<file path="src/rtl/cv32e40n_data_arbiter.sv">
// cv32e40n_data_arbiter: arbitrates several OBI data masters onto one slave port,
// with bus lock, request hold while ungranted, and a FIFO that routes responses back.
module cv32e40n_data_arbiter #(
    parameter int NUM_MASTERS     = 2,
    parameter int ADDR_WIDTH      = 32,
    parameter int DATA_WIDTH      = 32,
    parameter int MAX_OUTSTANDING = 2,
    parameter int ARB_MODE        = 1
) (
    input  logic                            clk_i,
    input  logic                            rst_i,
    input  logic [NUM_MASTERS-1:0]          m_req_i,
    input  logic [NUM_MASTERS-1:0]          m_lock_i,
    input  logic [NUM_MASTERS*ADDR_WIDTH-1:0] m_addr_i,
    input  logic [NUM_MASTERS-1:0]          m_we_i,
    input  logic [NUM_MASTERS*DATA_WIDTH/8-1:0] m_be_i,
    input  logic [NUM_MASTERS*DATA_WIDTH-1:0] m_wdata_i,
    output logic [NUM_MASTERS-1:0]          m_gnt_o,
    output logic [NUM_MASTERS-1:0]          m_rvalid_o,
    output logic [DATA_WIDTH-1:0]           m_rdata_o,
    output logic                            s_req_o,
    output logic [ADDR_WIDTH-1:0]           s_addr_o,
    output logic                            s_we_o,
    output logic [DATA_WIDTH/8-1:0]         s_be_o,
    output logic [DATA_WIDTH-1:0]           s_wdata_o,
    input  logic                            s_gnt_i,
    input  logic                            s_rvalid_i,
    input  logic [DATA_WIDTH-1:0]           s_rdata_i,
    output logic                            err_o
);
    localparam int BE_WIDTH = DATA_WIDTH / 8;
    localparam int IW = $clog2(NUM_MASTERS);
    localparam int PW = MAX_OUTSTANDING > 1 ? $clog2(MAX_OUTSTANDING) : 1;
    localparam int CW = $clog2(MAX_OUTSTANDING + 1);

    logic [IW-1:0]          fifo_q [MAX_OUTSTANDING];
    logic [PW-1:0]          wr_ptr, rd_ptr;
    logic [CW-1:0]          count;
    logic [IW-1:0]          rr_ptr, base, pend_sel, lock_sel, arb_sel, sel;
    logic                   pend_valid, lock_valid, lock_active, arb_valid, sel_valid;
    logic                   full, push, pop;
    logic [NUM_MASTERS-1:0] eligible;

    // The lock only holds while its owner keeps m_lock_i high; the release cycle arbitrates freely.
    assign lock_active = lock_valid && m_lock_i[lock_sel];
    assign eligible    = lock_active ? m_req_i & (NUM_MASTERS'(1) << lock_sel) : m_req_i;
    assign base        = ARB_MODE == 1 ? rr_ptr : '0;

    // Scan offsets from the top down so the smallest offset from base wins.
    always_comb begin
        arb_sel   = '0;
        arb_valid = 1'b0;
        for (int i = NUM_MASTERS - 1; i >= 0; i--) begin
            if (eligible[(i + int'(base)) % NUM_MASTERS]) begin
                arb_sel   = IW'((i + int'(base)) % NUM_MASTERS);
                arb_valid = 1'b1;
            end
        end
    end

    assign sel        = pend_valid ? pend_sel : arb_sel;
    assign sel_valid  = pend_valid || arb_valid;
    assign full       = count == CW'(MAX_OUTSTANDING);
    assign s_req_o    = !rst_i && sel_valid && !full;
    assign push       = s_req_o && s_gnt_i;
    assign pop        = !rst_i && s_rvalid_i && count != '0;
    assign s_addr_o   = m_addr_i[int'(sel)*ADDR_WIDTH +: ADDR_WIDTH];
    assign s_we_o     = m_we_i[sel];
    assign s_be_o     = m_be_i[int'(sel)*BE_WIDTH +: BE_WIDTH];
    assign s_wdata_o  = m_wdata_i[int'(sel)*DATA_WIDTH +: DATA_WIDTH];
    assign m_gnt_o    = push ? NUM_MASTERS'(1) << sel : '0;
    assign m_rvalid_o = pop ? NUM_MASTERS'(1) << fifo_q[rd_ptr] : '0;
    assign m_rdata_o  = s_rdata_i;

    always_ff @(posedge clk_i or posedge rst_i) begin
        if (rst_i) begin
            wr_ptr     <= '0;
            rd_ptr     <= '0;
            count      <= '0;
            rr_ptr     <= '0;
            pend_valid <= 1'b0;
            pend_sel   <= '0;
            lock_valid <= 1'b0;
            lock_sel   <= '0;
            err_o      <= 1'b0;
        end else begin
            if (push) begin
                fifo_q[wr_ptr] <= sel;
                wr_ptr <= wr_ptr == PW'(MAX_OUTSTANDING - 1) ? '0 : wr_ptr + 1'b1;
                rr_ptr <= sel == IW'(NUM_MASTERS - 1) ? '0 : sel + 1'b1;
            end
            if (pop)
                rd_ptr <= rd_ptr == PW'(MAX_OUTSTANDING - 1) ? '0 : rd_ptr + 1'b1;
            count      <= count + CW'(push) - CW'(pop);
            pend_valid <= s_req_o && !s_gnt_i;
            if (s_req_o && !s_gnt_i)
                pend_sel <= sel;
            lock_valid <= push ? m_lock_i[sel] : lock_active;
            if (push && m_lock_i[sel])
                lock_sel <= sel;
            err_o <= err_o || (s_rvalid_i && count == '0);
        end
    end
endmodule
</file>
<file path="config.mk">
export PLATFORM = sky130hd
export DESIGN_NAME = cv32e40n_data_arbiter
export DESIGN_NICKNAME = d
export VERILOG_FILES = /design/src/rtl/cv32e40n_data_arbiter.sv
export SDC_FILE = /design/constraint.sdc
export NUM_CORES = 1
export LEC_CHECK = 0
export CAP_MARGIN = 40
export CORE_AREA = 5 5 108 110
export DETAILED_ROUTE_END_ITERATION = 12
export DIE_AREA = 0 0 113 115
export PLACE_DENSITY = 0.66
export SLEW_MARGIN = 15
export SYNTH_ARGS = -nofsm -noshare
export SYNTH_HDL_FRONTEND = slang
export SYNTH_SLANG_ARGS = --single-unit
</file>
<file path="constraint.sdc">
create_clock -name clk_i -period 2.65 [get_ports clk_i]
set_input_delay 0.53 -clock clk_i [delete_from_list [all_inputs] [get_ports clk_i]]
set_output_delay 0.53 -clock clk_i [all_outputs]
set_load 0.01 [all_outputs]
</file>
==> results.cfg <==
[outcome]
status = complete, no violations

[flow_run]
drv_cap = 0

[yosys]
synth-seq-area-share_pct = 18.4
syn-num-nets = 345
ys_seq_elements = 12
syn_avg_cell_area_um2 = 10.2
synth_cell_types = 29
netlist_instances = 165
yosysWarnings = 0
syn_area_um2 = 1680

[sta]
setup_viol = 0
slew_headroom_pct = 67.9
fmax_mhz = 383
finalCriticalPeriod_ns = 2.61
worstMarginPinSlew_ns = 0.477
finalMaxSlewViolations = 0
rsz0062_at_grt = yes
fin_worst_skew_ns = 0.00256
hold_viol = 0
whs_ns = 0.468
fin_crit_sh_pct = 98.6

[die]
core_um2 = 10600
die_h_um = 115
design.die.area_um2 = 13000
initial_core_util_pct = 15.9
die_w_um = 113
rows = 38
num_io_pins = 285

[clock_tree]
ctsRootBufferMaster = clkbuf_8
cts_tree = built
clockBufferDepth = 2
cts_buffers = 3
clk_pin_slew_ns = 0.05
clk_latency_ns = 0.24
htreeDepth = 1
clock-sinks = 12
ctsHoldBuffers = 0

[hold_path]
hp-start = err_o$_DFF_PP0_
hp-class = reg -> reg

[pwr]
p_leak_nw = 1.90
clkPwrFrac_pct = 7.0
p_sw_mw = 0.853
p_per_area_nw_per_um2 = 579
power_mw = 2.44
p_int_mw = 1.59
ir_drop_mv = 0.235
p_sw_share_pct = 35.0
seqPwrFrac_pct = 13.1
p_comb_share_pct = 79.9

[setup_path]
cp-start-kind = register
r2r_start = lock_valid$_DFF_PP0_
crit_chain = nand3_2, nand3b_1, a32oi_4, buf_12, buf_8, buf_12, buf_8, mux2_4, buf_6
cpMaxStageDelayCell = dfrtp_2
critical_path.top_delay_family = buffers and inverters
cp-end-kind = output pin
cp.required_ns = 2.12
slowest_delay_ns = 0.42
crit_arrival_ns = 2.08
crit_start = lock_valid$_DFF_PP0_
crit_buf_inv = 5
worstSetupPathType = reg -> out
critical_path.max_fanout = 7

[cells_and_area]
areaGrowthSynthToFinish_pct = 150
final_cells = 530
nNetsFinal = 571
fill_cells = 1074
n_antenna_cell = 0
drive_gt1_share_pct = 49.2

[global_route]
gr-total-overflow = 0
antenna_found_initial = 0
grtUsageTotal_pct = 13.3
grt_pass1_wl_um = 13400
grt_pass1_vias = 2392
grt_max_degree = 18

[place]
portBuffers = 220
place_congestion = 0.889
dp_hpwl_um = 7670
dp.cells = 502

[drt]
ant_nets = 0
num_vias = 2138
wl_um = 10000
wl_per_cell_um = 18.9
drt-initial-drc-count = 30
remaining_drc_errors = 0
viasPerCell = 4.03
first_pass_iters = 4
[what timing repair did]
item,CTS,global route
resized for setup,244,77
pin swaps,2,3
endpoints found under the setup margin,72,68
setup buffers,15,4
gates cloned,5,3
[through the flow]
step	util (%)	setup slack, ns	area (µm²)	setup TNS (ns)
2_1_floorplan	-	0.454	1680	0
3_3_place_gp	37.1	-0.528	3930	-35.36
3_5_place_dp	37.1	-0.575	3930	-38.85
4_1_cts	40.5	-0.0984	4290	-1.86
5_1_grt	39.7	-0.0445	4210	-0.351
6_report	39.7	0.0368	4210	0
[metal layers]
layer / vias to the layer above / global-route usage [%] / routed length [µm]
met1: 982 / 16.1 / 3810
li1: 1005 / - / -
met2: 128 / 22.9 / 5040
met3: 23 / 3.53 / 952
met4: 0 / 4.25 / 206
met5: - / 0 / 0
[power by group through the flow]
| stage | Combinational (mW) | Sequential, mW | Clock [mW] |
|---|---|---|---|
| 3_5_place_dp | 1.59 | 0.321 | 0 |
| 3_3_place_gp | 1.57 | 0.316 | 0 |
| 6_report | 1.95 | 0.320 | 0.170 |
| 5_1_grt | 2.08 | 0.329 | 0.188 |
| 2_1_floorplan | 0.800 | 0.300 | 0 |
| 4_1_cts | 1.94 | 0.323 | 0.179 |
[final timing paths]
kind	slack, ns	to	cells after the start
worst max-delay path	0.04	s_wdata_o[15]	9
worst min-delay path	0.47	err_o$_DFF_PP0_	1
worst max register to register	0.26	count[1]$_DFF_PP0_	11
worst min register to register	0.47	err_o$_DFF_PP0_	1
max in group asynchronous	1.72	lock_valid$_DFF_PP0_	4
min in group asynchronous	0.77	pend_valid$_DFF_PP0_	4
[flip-flops by register name, summed over array words and instances (netlist names)]
| name | flops |
|---|---|
| count | 2 |
| fifo_q | 2 |
| base | 1 |
| err_o | 1 |
| lock_sel | 1 |
| lock_valid | 1 |
| pend_sel | 1 |
| pend_valid | 1 |
| rd_ptr | 1 |
| wr_ptr | 1 |
[area by class of cell]
cell class                 instances  area [µm²]  area share, %
timing repair buffer             262        2510           59.6
multi-input combinational        107        1150           27.3
sequential                        12         312           7.40
tap                              140         175           4.16
clock buffer                       4        45.0           1.07
inverter                           5        18.8          0.446
[cells in the final DEF (no fill, tap or decap), types with 2 or more instances in the layout]
master           synthesis  final
clkdlybuf4s50_1          0    144
buf_4                   39     20
inv_1                    5      5
clkbuf_2                 0     27
buf_2                    1     28
ha_1                     2      2
clkbuf_16                0      3
edfxtp_1                 2      2
mux2i_1                  3      3
mux2_2                  69     53
buf_12                   0      7
nand2_1                  3      3
dfrtp_1                 10      9
buf_8                    0      4
xnor2_1                  4      4
mux2_4                   0     16
clkbuf_8                 0      3
buf_6                    1     20
clkdlybuf4s15_1          0      3
nor2_1                   6      6
buf_16                   0      3
dlygate4sd2_1            0      2
o21ai_1                  3      3
[cell families (layout without fill, tap and decap cells)]
family                     after synthesis  count (layout)  share of synthesized area, %
AOI/OAI and AO/OA                       10              10                          4.16
xor gates and xnor gates                 4               4                          2.08
adders and majority gates                2               2                          1.49
buffers and inverters                   46             271                          19.5
DFF                                     12              12                          18.4
muxes                                   72              72                          48.0
and+or+nand+nor                         19              19                          6.39
[synth_stat cells]
cell type | count | area share, %
mux2_2 | 69 | 46
a32oi_1 | 1 | 0.52
nor3_1 | 1 | 0.30
edfxtp_1 | 2 | 3.6
mux2i_1 | 3 | 1.8
nand3_1 | 1 | 0.30
buf_2 | 1 | 0.30
dfrtp_1 | 10 | 15
a21o_1 | 1 | 0.45
ha_1 | 2 | 1.5
a21oi_1 | 1 | 0.30
xnor2_1 | 4 | 2.1
a31oi_1 | 1 | 0.37
nor2_1 | 6 | 1.3
inv_1 | 5 | 1.1
nor2b_1 | 2 | 0.74
nand3b_1 | 1 | 0.45
nand2_1 | 3 | 0.67
and2_1 | 1 | 0.37
nand3b_2 | 1 | 0.67
a221oi_2 | 1 | 0.89
o21ai_0 | 1 | 0.30
and3_1 | 1 | 0.37
buf_4 | 39 | 17
o21ai_1 | 3 | 0.89
or4b_4 | 1 | 0.82
nor4_1 | 1 | 0.37
buf_6 | 1 | 0.67
o211ai_1 | 1 | 0.45
Note: power is estimated with default switching activity, not from simulation.
